<file path="src/rtl/pipe_debug_ctrl_pkg.sv">
// Shared encodings for the pipeline run/halt/step debug controller.
// Optional trace outputs are enabled with PIPE_DBG_TRACE_EN.
package pipe_debug_ctrl_pkg;

    typedef enum logic [2:0] {
        CMD_NOP     = 3'd0,
        CMD_RUN     = 3'd1,
        CMD_HALT    = 3'd2,
        CMD_STEP    = 3'd3,
        CMD_SET_BRK = 3'd4,
        CMD_CLR_BRK = 3'd5
    } cmd_t;

    typedef enum logic [1:0] {
        ST_HALT  = 2'd0,
        ST_RUN   = 2'd1,
        ST_STEP  = 2'd2,
        ST_DRAIN = 2'd3
    } state_t;

    function automatic int brk_idx_width(input int n_brk);
        return (n_brk > 1) ? $clog2(n_brk) : 1;
    endfunction

endpackage

</file>
<file path="src/rtl/pipe_debug_ctrl_if.sv">
// Command port from the debug micro/SPI bridge: valid/ready handshake plus payload.
interface pipe_debug_ctrl_if #(
    parameter int NB_BITS = 32,
    parameter int NB_IDX  = 1
);
    logic               i_cmd_valid;
    logic [2:0]         i_cmd;
    logic [NB_BITS-1:0] i_cmd_arg;
    logic [NB_IDX-1:0]  i_brk_idx;
    logic               o_cmd_ready;

    modport master (
        output i_cmd_valid, i_cmd, i_cmd_arg, i_brk_idx,
        input  o_cmd_ready
    );

    modport slave (
        input  i_cmd_valid, i_cmd, i_cmd_arg, i_brk_idx,
        output o_cmd_ready
    );
endinterface

</file>
<file path="src/rtl/pipe_debug_ctrl_brk_match.sv">
// PC breakpoint bank: N_BRK address/valid slots with one write port and an OR-reduced match.
module pipe_debug_ctrl_brk_match #(
    parameter int NB_BITS = 32,
    parameter int N_BRK   = 2,
    parameter int NB_IDX  = 1
) (
    input  logic               i_clk,
    input  logic               i_rst,
    input  logic               i_wr_en,
    input  logic [NB_IDX-1:0]  i_wr_idx,
    input  logic [NB_BITS-1:0] i_wr_pc,
    input  logic               i_clr,
    input  logic [NB_BITS-1:0] i_pc,
    output logic               o_match
);

    logic [NB_BITS-1:0] brk_pc [N_BRK];
    logic [N_BRK-1:0]   brk_vld;

    always_ff @(posedge i_clk) begin
        if (!i_rst) begin
            brk_vld <= '0;
            for (int i = 0; i < N_BRK; i++) begin
                brk_pc[i] <= '0;
            end
        end else begin
            if (i_clr) begin
                brk_vld <= '0;
            end
            for (int i = 0; i < N_BRK; i++) begin
                if (i_wr_en && (i_wr_idx == NB_IDX'(i))) begin
                    brk_pc[i]  <= i_wr_pc;
                    brk_vld[i] <= 1'b1;
                end
            end
        end
    end

    always_comb begin
        o_match = 1'b0;
        for (int i = 0; i < N_BRK; i++) begin
            if (brk_vld[i] && (brk_pc[i] == i_pc)) begin
                o_match = 1'b1;
            end
        end
    end

endmodule

</file>
<file path="src/rtl/pipe_debug_ctrl.sv">
// Run/halt/step controller driving per-stage pipeline enables for the debug port.
// Define PIPE_DBG_TRACE_EN to get the enabled-cycle counter and halt-PC capture.
//
// state    | meaning
// ---------+---------------------------------------------------------------
// ST_HALT  | pipeline frozen, accepts commands
// ST_RUN   | free running until HALT cmd, halt opcode or breakpoint
// ST_STEP  | runs a fixed number of cycles, then halts
// ST_DRAIN | fetch stopped, younger stages retire in-flight instructions
module pipe_debug_ctrl
    import pipe_debug_ctrl_pkg::*;
#(
    parameter int NB_BITS  = 32,
    parameter int N_STAGES = 5,
    parameter int N_BRK    = 2,
    parameter int NB_STEP  = 16,
    parameter int NB_IDX   = brk_idx_width(N_BRK)
) (
    input  logic                i_clk,
    input  logic                i_rst,
    pipe_debug_ctrl_if.slave    cmd_if,
    input  logic [NB_BITS-1:0]  i_pc,
    input  logic                i_halt_instr,
    output logic [N_STAGES-1:0] o_stage_en,
    output logic                o_debug,
    output logic [1:0]          o_state,
    output logic                o_brk_hit,
    output logic                o_done,
    output logic [NB_BITS-1:0]  o_cycle_cnt,
    output logic [NB_BITS-1:0]  o_halt_pc
);

    state_t               state_q, state_d;
    logic [NB_STEP-1:0]   cnt_q, cnt_d;
    logic                 skip_q;
    logic                 brk_hit_q, done_q;
    logic                 cmd_ready;
    logic                 cmd_acc;
    logic                 brk_match;
    logic                 brk_fire;
    logic [NB_STEP-1:0]   step_arg;

    assign cmd_ready = (state_q == ST_HALT) || (state_q == ST_RUN);
    assign cmd_acc   = cmd_if.i_cmd_valid && cmd_ready;
    assign step_arg  = cmd_if.i_cmd_arg[NB_STEP-1:0];

    pipe_debug_ctrl_brk_match #(
        .NB_BITS (NB_BITS),
        .N_BRK   (N_BRK),
        .NB_IDX  (NB_IDX)
    ) u_brk_match (
        .i_clk    (i_clk),
        .i_rst    (i_rst),
        .i_wr_en  (cmd_acc && (cmd_if.i_cmd == CMD_SET_BRK)),
        .i_wr_idx (cmd_if.i_brk_idx),
        .i_wr_pc  (cmd_if.i_cmd_arg),
        .i_clr    (cmd_acc && (cmd_if.i_cmd == CMD_CLR_BRK)),
        .i_pc     (i_pc),
        .o_match  (brk_match)
    );

    // The skip flag masks the first cycle after resuming so the breakpoint PC itself can be fetched.
    assign brk_fire = brk_match && !skip_q &&
                      ((state_q == ST_RUN) || (state_q == ST_STEP));

    always_comb begin
        state_d    = state_q;
        cnt_d      = cnt_q;
        o_stage_en = '0;
        case (state_q)
            ST_HALT: begin
                if (cmd_acc && (cmd_if.i_cmd == CMD_RUN)) begin
                    state_d = ST_RUN;
                end else if (cmd_acc && (cmd_if.i_cmd == CMD_STEP)) begin
                    state_d = ST_STEP;
                    cnt_d   = (step_arg == '0) ? NB_STEP'(1) : step_arg;
                end
            end
            ST_RUN: begin
                o_stage_en = brk_fire ? '0 : '1;
                if (brk_fire) begin
                    state_d = ST_HALT;
                end else if ((cmd_acc && (cmd_if.i_cmd == CMD_HALT)) || i_halt_instr) begin
                    state_d = ST_DRAIN;
                    cnt_d   = NB_STEP'(N_STAGES - 1);
                end
            end
            ST_STEP: begin
                o_stage_en = brk_fire ? '0 : '1;
                if (brk_fire || (cnt_q <= NB_STEP'(1))) begin
                    state_d = ST_HALT;
                    cnt_d   = '0;
                end else begin
                    cnt_d = cnt_q - NB_STEP'(1);
                end
            end
            ST_DRAIN: begin
                o_stage_en    = '1;
                o_stage_en[0] = 1'b0;
                if (cnt_q <= NB_STEP'(1)) begin
                    state_d = ST_HALT;
                    cnt_d   = '0;
                end else begin
                    cnt_d = cnt_q - NB_STEP'(1);
                end
            end
            default: state_d = ST_HALT;
        endcase
    end

    always_ff @(posedge i_clk) begin
        if (!i_rst) begin
            state_q   <= ST_HALT;
            cnt_q     <= '0;
            skip_q    <= 1'b0;
            brk_hit_q <= 1'b0;
            done_q    <= 1'b0;
        end else begin
            state_q   <= state_d;
            cnt_q     <= cnt_d;
            skip_q    <= (state_q == ST_HALT) && (state_d != ST_HALT);
            brk_hit_q <= brk_fire;
            done_q    <= (state_q != ST_HALT) && (state_d == ST_HALT);
        end
    end

`ifdef PIPE_DBG_TRACE_EN
    logic [NB_BITS-1:0] cycle_cnt_q;
    logic [NB_BITS-1:0] halt_pc_q;

    always_ff @(posedge i_clk) begin
        if (!i_rst) begin
            cycle_cnt_q <= '0;
            halt_pc_q   <= '0;
        end else begin
            if (o_stage_en[N_STAGES-1]) begin
                cycle_cnt_q <= cycle_cnt_q + NB_BITS'(1);
            end
            if ((state_q != ST_HALT) && (state_d == ST_HALT)) begin
                halt_pc_q <= i_pc;
            end
        end
    end

    assign o_cycle_cnt = cycle_cnt_q;
    assign o_halt_pc   = halt_pc_q;
`else
    assign o_cycle_cnt = '0;
    assign o_halt_pc   = '0;
`endif

    assign cmd_if.o_cmd_ready = cmd_ready;
    assign o_debug            = (state_q != ST_RUN);
    assign o_state            = state_q;
    assign o_brk_hit          = brk_hit_q;
    assign o_done             = done_q;

endmodule

</file>
<file path="src/flat_wrapper.sv">
// flat-port wrapper written by rule: the top's interface ports become plain ports
module pipe_debug_ctrl_flat import pipe_debug_ctrl_pkg::*;
#(
    parameter int NB_BITS  = 32,
    parameter int N_STAGES = 5,
    parameter int N_BRK    = 2,
    parameter int NB_STEP  = 16,
    parameter int NB_IDX   = brk_idx_width(N_BRK)
)
  (i_clk, i_rst, i_pc, i_halt_instr, o_stage_en, o_debug, o_state, o_brk_hit, o_done, o_cycle_cnt, o_halt_pc, cmd_if_i_cmd_valid, cmd_if_i_cmd, cmd_if_i_cmd_arg, cmd_if_i_brk_idx, cmd_if_o_cmd_ready);
  pipe_debug_ctrl_if #(.NB_BITS(NB_BITS), .NB_IDX(NB_IDX)) cmd_if_i ();
  input  logic i_clk;
  input  logic i_rst;
  input  logic [NB_BITS-1:0] i_pc;
  input  logic i_halt_instr;
  output logic [N_STAGES-1:0] o_stage_en;
  output logic o_debug;
  output logic [1:0] o_state;
  output logic o_brk_hit;
  output logic o_done;
  output logic [NB_BITS-1:0] o_cycle_cnt;
  output logic [NB_BITS-1:0] o_halt_pc;
  input wire logic [$bits(cmd_if_i.i_cmd_valid)-1:0] cmd_if_i_cmd_valid;
  input wire logic [$bits(cmd_if_i.i_cmd)-1:0] cmd_if_i_cmd;
  input wire logic [$bits(cmd_if_i.i_cmd_arg)-1:0] cmd_if_i_cmd_arg;
  input wire logic [$bits(cmd_if_i.i_brk_idx)-1:0] cmd_if_i_brk_idx;
  output wire logic [$bits(cmd_if_i.o_cmd_ready)-1:0] cmd_if_o_cmd_ready;
  assign cmd_if_i.i_cmd_valid = cmd_if_i_cmd_valid;
  assign cmd_if_i.i_cmd = cmd_if_i_cmd;
  assign cmd_if_i.i_cmd_arg = cmd_if_i_cmd_arg;
  assign cmd_if_i.i_brk_idx = cmd_if_i_brk_idx;
  assign cmd_if_o_cmd_ready = cmd_if_i.o_cmd_ready;
  pipe_debug_ctrl #(.NB_BITS(NB_BITS), .N_STAGES(N_STAGES), .N_BRK(N_BRK), .NB_STEP(NB_STEP), .NB_IDX(NB_IDX)) u_core (.i_clk(i_clk), .i_rst(i_rst), .cmd_if(cmd_if_i), .i_pc(i_pc), .i_halt_instr(i_halt_instr), .o_stage_en(o_stage_en), .o_debug(o_debug), .o_state(o_state), .o_brk_hit(o_brk_hit), .o_done(o_done), .o_cycle_cnt(o_cycle_cnt), .o_halt_pc(o_halt_pc));
endmodule
</file>
<file path="config.mk">
export PLATFORM = sky130hd
export DESIGN_NAME = pipe_debug_ctrl_flat
export DESIGN_NICKNAME = d
export VERILOG_FILES = /design/src/rtl/pipe_debug_ctrl_pkg.sv /design/src/rtl/pipe_debug_ctrl_if.sv /design/src/rtl/pipe_debug_ctrl_brk_match.sv /design/src/rtl/pipe_debug_ctrl.sv /design/src/flat_wrapper.sv
export SDC_FILE = /design/constraint.sdc
export NUM_CORES = 1
export LEC_CHECK = 0
export CAP_MARGIN = 20
export CORE_MARGIN = 2
export CORE_UTILIZATION = 60
export DETAILED_ROUTE_END_ITERATION = 10
export DONT_BUFFER_PORTS = 1
export PLACE_DENSITY = 0.81
export SLEW_MARGIN = 20
export SYNTH_ARGS = -nofsm -noshare
export SYNTH_HDL_FRONTEND = slang
export SYNTH_HIERARCHICAL = 1
export SYNTH_SLANG_ARGS = --single-unit
</file>
<file path="constraint.sdc">
create_clock -name i_clk -period 3 [get_ports i_clk]
set_input_delay 0.6 -clock i_clk [delete_from_list [all_inputs] [get_ports i_clk]]
set_output_delay 0.6 -clock i_clk [all_outputs]
set_load 0.02 [all_outputs]
</file>
==> results.sh, run 1 <==
export IMPL_globalRoute_totalOverflow=0
export IMPL_crit_fanout=4
export IMPL_cts_root_buf="clkbuf_8"
export IMPL_slowest_delay_ns=0.39
export IMPL_first_iter_violations=155
export IMPL_drc=0
export IMPL_wl_per_cell_um=18.66
export IMPL_cts_tree="yes"
export IMPL_yosys_most_used_dff="edfxtp_1"
export IMPL_min_period_ns=3.050
export IMPL_synth_cell_types=64
export IMPL_yosys_area_top_type="edfxtp_1"
export IMPL_critPathSlowestCell="edfxtp_1"
export IMPL_drive_above_1_share=0.1386
export IMPL_hp_class="input port to flop"
export IMPL_syn_area_um2=5000
export IMPL_worst_setup_path_type="flop to output pin"
export IMPL_grt_pass1_wl_um=16170
export IMPL_rsz0062_at_grt="true"
export IMPL_h_tree_depth=3
export IMPL_finClkSkew_ns=0.006795
export IMPL_synthToLayoutAreaGrowth_pct=5.506
export IMPL_path_buf_inv=3
export IMPL_cellPowerDensity_nw_per_um2=752.9
export IMPL_grt_max_degree=47
export IMPL_slew_headroom=0.5523
export IMPL_rows=33
export IMPL_clk_latency_ns=0.35
export IMPL_crit_chain="xnor2_1 > buf_4 > nand4_1 > nor4_2 > nand4_1 > o22ai_2 > buf_6 > nor2b_4 > nor3b_2 > a21o_1 > buf_12"
export IMPL_fin_crit_sh=1.017
export IMPL_stdcell_area_um2=5275
export IMPL_diodes=0
export IMPL_via_count=3269
export IMPL_worst_slack_ns=-0.04950
export IMPL_final_antenna_net_count=0
export IMPL_portBuffers=0
export IMPL_ioPinCount=147
export IMPL_ys_top_cells_by_area="edfxtp_1 (38%), buf_4 (10%), dfxtp_1 (9.2%)"
export IMPL_synth_edff_count=64
export IMPL_place_area_um2=4959
export IMPL_fin_util=0.6485
export IMPL_wl_um=10710
export IMPL_setup_viol=4
export IMPL_irDropWorstVdd_mv=0.4895
export IMPL_cp_common_cell="nand4_1"
export IMPL_place_gp_congestion=0.9067
export IMPL_cts_buffer_depth=2
export IMPL_synth_warnings=6
export IMPL_crit_required_ns=2.40
export IMPL_dr_pass1_iters=4
export IMPL_power_w=0.003971
export IMPL_design_core_area_um2=8134
export IMPL_clock_sinks=87
export IMPL_path_delay_family="simple AND/OR/NAND/NOR gates"
export IMPL_cts_buffers=9
export IMPL_grt_usage=0.2386
export IMPL_hold_ws_ns=0.3845
export IMPL_postSynthAreaPerCell_um2=11.04
export IMPL_hpwl_um=7849
export IMPL_hold_viol=0
export IMPL_ys_seq_elements=87
export IMPL_layout_common_cells="conb_1 (64), edfxtp_1 (64), xor2_1 (33)"
export IMPL_slew_violations=0
export IMPL_cp_arrival_ns=2.45
export IMPL_die_area_um2=9079
export IMPL_async_reset_ff_frac=0
export IMPL_dieHeight_um=95.29
export IMPL_violations="setup timing"
export IMPL_grt_pass1_vias=3212
export IMPL_viasPerCell=5.695
export IMPL_floorplan_initialDensity=0.6147
export IMPL_layout_nets=542
export IMPL_yosysTopAreaCellShare=0.3844
export IMPL_synthCells=453
export IMPL_yosysSeqAreaShare=0.4765
export IMPL_die_w_um=95.29
export IMPL_antenna_found_initial=0
export IMPL_timing_worst_slew_pin_value_ns=0.6695
export IMPL_startpoint_type="flop"
export IMPL_worst_setup_path_end_kind="output pin"
export IMPL_maxCapViolCount=0
export IMPL_fmax_mhz=327.9
export IMPL_status="complete, but fails checks"
export IMPL_p_leak_nw=2.142
export IMPL_clkTransAtPathRegs_ns=0.09
## logic make-up (layout without fill, tap and decap cells)
family	Yosys count	in the layout	share of synthesized area
AOI/OAI and AO/OA	66	66	0.09985
xor gates and xnor gates	67	67	0.1174
adders and majority gates	6	6	0.01501
buffers and inverters	98	51	0.1281
DFF	87	87	0.4765
muxes	1	1	0.002252
other	1	64	0.0007500
and+or+nand+nor	127	127	0.1602
## repair_timing
item / CTS / global route
buffers inserted: 2 / 1
resized for setup: 10 / 3
pin swaps: 7 / 4
endpoints found under the setup margin: 4 / 4
hold buffers: 0 / 0
## cells in the mapped netlist (all sizes together), types with 2 or more instances
library cell / instances
or4: 3
edfxtp: 64
a221oi: 6
xnor2: 34
o22ai: 7
inv: 13
nor4: 19
or3: 5
nor2: 14
or2: 2
nand4: 10
nand2b: 4
a21boi: 2
and4b: 2
o21ai: 9
buf: 74
o31a: 3
xor2: 33
a31oi: 2
and3: 32
a22oi: 3
nand3: 5
a211oi: 6
nand2: 15
nor3: 8
clkbuf: 10
a21oi: 15
ha: 6
nor2b: 2
o32ai: 2
dfxtp: 23
## per-layer routing
layer / track usage / vias up / wire length, µm
met5: 0 / - / 0
met4: 0.09541 / 0 / 252
met3: 0.08458 / 26 / 1125
met2: 0.3879 / 127 / 5296
met1: 0.2903 / 1573 / 4039
li1: - / 1543 / -
## where the power goes
part | switching [W] | leakage, nW | internal (W)
Sequential | 0.000135 | 0.851 | 0.00143
Combinational | 0.000925 | 1.18 | 0.000596
Clock | 0.000413 | 0.107 | 0.000472
## path summary, 6_finish.rpt
check,startpoint,endpoint,slack [ns],depth (start not counted)
worst max register to register,u_core/u_brk_match/brk_pc[0][62],u_core/cnt_q[0],0.19,15
worst min-delay path,cmd_if_i_cmd_arg[3],u_core/cnt_q[3],0.38,2
worst max-delay path,u_core/u_brk_match/brk_pc[0][62],o_stage_en[1],-0.05,11
worst min register to register,u_core/cnt_q[14],u_core/cnt_q[14],0.50,2
## area by class of cell
cell class / count / area (µm²)
multi-input combinational: 331 / 2296
tap: 105 / 131.4
fill: 628 / 2859
inverter: 14 / 52.55
clock inverter: 5 / 82.58
sequential: 87 / 2382
timing repair buffer: 21 / 198.9
clock buffer: 11 / 131.4
## state kept, by name, indices dropped and copies added, names as in the netlist
name and cells:
u_core/skip_q 1, u_core/u_brk_match/brk_pc 64, u_core/o_done 1, u_core/o_brk_hit 1, u_core/u_brk_match/brk_vld 2, u_core/cnt_q 16
u_core/o_state 2
## through the flow
| step | worst slack, ns | std cells | setup TNS [ns] |
|---|---|---|---|
| after global placement | 0.09522 | 555 | 0 |
| after global routing | -0.1517 | 574 | -0.6067 |
| after CTS | -0.1185 | 573 | -0.4737 |
| after detailed placement | 0.03220 | 555 | 0 |
| after floorplan | 0.1831 | 516 | 0 |
| final | -0.04950 | 574 | -0.1974 |
No activity file was read; power rests on OpenSTA's default activity.
==> inputs of run 2 (changes only) <==
CTS_CLUSTER_SIZE = 40   (was default)
==> results of run 2 <==
Same layout as run 1: the final DEF is identical, and so are final timing and power.
==> patch, RTL diff (config.mk and constraints of run 2) <==
Put a register stage on the output `o_debug`, with the module's reset. The value now appears one clock later. The other outputs are not delayed to match.
--- a/src/rtl/pipe_debug_ctrl.sv
+++ b/src/rtl/pipe_debug_ctrl.sv
@@ -151,5 +151,11 @@
 
     assign cmd_if.o_cmd_ready = cmd_ready;
-    assign o_debug            = (state_q != ST_RUN);
+    always_ff @(posedge i_clk) begin
+        if (!i_rst) begin
+            o_debug <= '0;
+        end else begin
+            o_debug <= (state_q != ST_RUN);
+        end
+    end
     assign o_state            = state_q;
     assign o_brk_hit          = brk_hit_q;
Formal check against the unedited RTL: not equivalent (Yosys sat finds a counterexample within 4 cycles, from zero or initial values and one cycle with i_rst low).
==> patch against run 2 <==
- synthesized area down 0.70%
- wire length fell by 0.35%
- clock skew rose by 0.0058 ns
- critical path type unchanged
- worst setup slack improved by 0.087 ns
- design area down 0.81%
- sequential cell count up 1
- non-clock buffer count down 3
Power is not compared: it rests on default switching activity, and its combinational part moved more than twofold at a synthesized area within 25%.
==> patch: results (changes against run 2) <==
[critical_path]
worstPathArrival_ns=2.36  ; was 2.45 ns
r2r-start=u_core/u_brk_match/brk_pc[0][31]  ; was u_core/u_brk_match/brk_pc[0][62]
r2r-end=u_core/cnt_q[10]  ; was u_core/cnt_q[0]
r2r_cells=11  ; was 15
rrSetupSlack_ns=0.21  ; was 0.19 ns

[cells_and_area]
nNetsFinal=543  ; was 542
fillers=637  ; was 628
top_regs=u_core/u_brk_match/brk_pc: 64 flops, u_core/cnt_q: 16 flops  ; unchanged
drive_above_1_share_pct=12.6  ; was 13.9%

[detailed_routing]
vias_per_cell=5.83  ; was 5.70
drtIter0Drc=235  ; was 155
finalWirelength_um=10700  ; about the same

[grt]
grt_pass1_vias=3079  ; was 3,212
grt_start_max_net_pins=53  ; was 47
grt_pass1_wl_um=15800  ; was 16,200 um
grtUsageTotal_pct=23.7  ; was 23.9%

[synthesis]
seq_area_frac_synth_pct=48.4  ; was 47.6%
ys_top_cells_by_count=buf_4 (67), edfxtp_1 (64), xnor2_1 (34)  ; unchanged
synthDistinctLibCells=57  ; was 64
synth_mux_area_share_pct=0  ; was 0.225%
synth.area.top_cells=edfxtp_1 (39%), buf_4 (10%), dfxtp_1 (9.7%)  ; was edfxtp_1 (38%), buf_4 (10%), dfxtp_1 (9.2%)
synthXorXnorAreaFrac_pct=11.5  ; was 11.7%
synthAdderAreaFrac_pct=1.51  ; was 1.50%
synth_compound_area_share_pct=10.3  ; was 9.98%

[clocking]
clkTransAtPathRegs_ns=0.09  ; about the same
clk_path_buf_depth=2  ; unchanged

[timing]
fin_skew_ns=0.0126  ; was 0.00680 ns
slew-limit-headroom_pct=35.8  ; was 55.2%

[place]
gp_congestion=0.922  ; was 0.907
dp_hpwl_um=7980  ; was 7850 um

[hold_path]
worst_hold_path.endpoint=u_core/o_state[1]  ; was u_core/cnt_q[3]
min_path_type=input pin to flop  ; unchanged
min_from=i_rst  ; was cmd_if_i_cmd_arg[3]
whs_path_depth=1  ; was 2

[status]
status=complete, no violations  ; was finished, violations left

==> patch: cell types whose count changed after synthesis, moves of 4 or more <==
cell / run 2 / this run
a21o_1: 1 / 5
o31ai_1: 0 / 4
or3_1: 5 / 1
clkbuf_1: 10 / 14
buf_2: 5 / 1
a32o_1: 0 / 10
nor3_1: 6 / 11
nor2_1: 13 / 20
inv_1: 13 / 6
o22ai_1: 7 / 1
==> patch: repair_timing <==
| action | 4_1_cts | 5_1_grt |
|---|---|---|
| pin swaps | 3 | 12 |
| gates resized for setup | 6 | 13 |
| setup endpoints to repair | 9 | 17 |
| buffers inserted | 1 | 0 |
==> patch: worst max path at each step <==
| stage | depth (start not counted) | slack (ns) | end |
|---|---|---|---|
| 3_3_place_gp | 10 | -0.15 | u_core/cnt_q[5] |
| 2_1_floorplan | 7 | 0.13 | o_stage_en[2] |
| 3_5_place_dp | 10 | -0.16 | u_core/cnt_q[3] |
| 6_report | 9 | 0.04 | o_stage_en[1] |
| 4_1_cts | 9 | 0.001 | o_stage_en[1] |
| 5_1_grt | 9 | -0.05 | o_stage_en[2] |
==> patch: final cells by class <==
cell class                 count  area [um^2]  share of cell area (%)
antenna                        1         2.50                  0.0478
clock buffer                   9          124                    2.37
clock inverter                 7         78.8                    1.51
inverter                       7         26.3                   0.502
multi-input combinational    341         2310                    44.1
sequential                    88         2400                    45.9
tap                          105          131                    2.51
timing repair buffer          18          160                    3.06
==> patch: kinds of logic after synthesis <==
group,count (synthesis)
other,1
xor gates and xnor gates,65
buffers and inverters,92
and+or+nand+nor,137
DFF,88
adders and majority gates,6
AOI/OAI and AO/OA,69
==> patch: report_power, final <==
group	internal (uW)	switching [uW]
registers	1360	46.9
clock network	394	439
logic	177	299
total	1930	785
==> patch: critical path: stages (launching register included) <==
cell	delay [ns]
edfxtp_1	0.42
xnor2_2	0.16
nand4_1	0.13
nor4_1	0.29
nand4_1	0.16
o22ai_2	0.22
nor2b_4	0.19
nor3b_2	0.06
a21o_1	0.19
buf_12	0.16
==> patch: per-layer routing <==
metal / part of all wire [%] / vias to the layer above / GRT usage (%) / routed length (um)
li1: - / 1566 / - / -
met1: 37 / 1598 / 27.7 / 3950
met2: 51 / 166 / 40.2 / 5430
met3: 9.9 / 29 / 9.34 / 1050
met4: 2.2 / 0 / 7.61 / 239
met5: 0 / - / 0 / 0
==> patch: per-stage QoR <==
stage	area (um^2)	util [%]	hold slack, ns	setup WS [ns]	std cells
floorplan	5200	-	0.443	0.134	521
global placement	4900	60.2	0.467	-0.148	558
detailed placement	4900	60.2	0.477	-0.159	558
CTS	5140	63.2	0.348	0.00119	575
global route	5230	64.3	0.341	-0.0469	575
finish	5230	64.3	0.364	0.0376	576
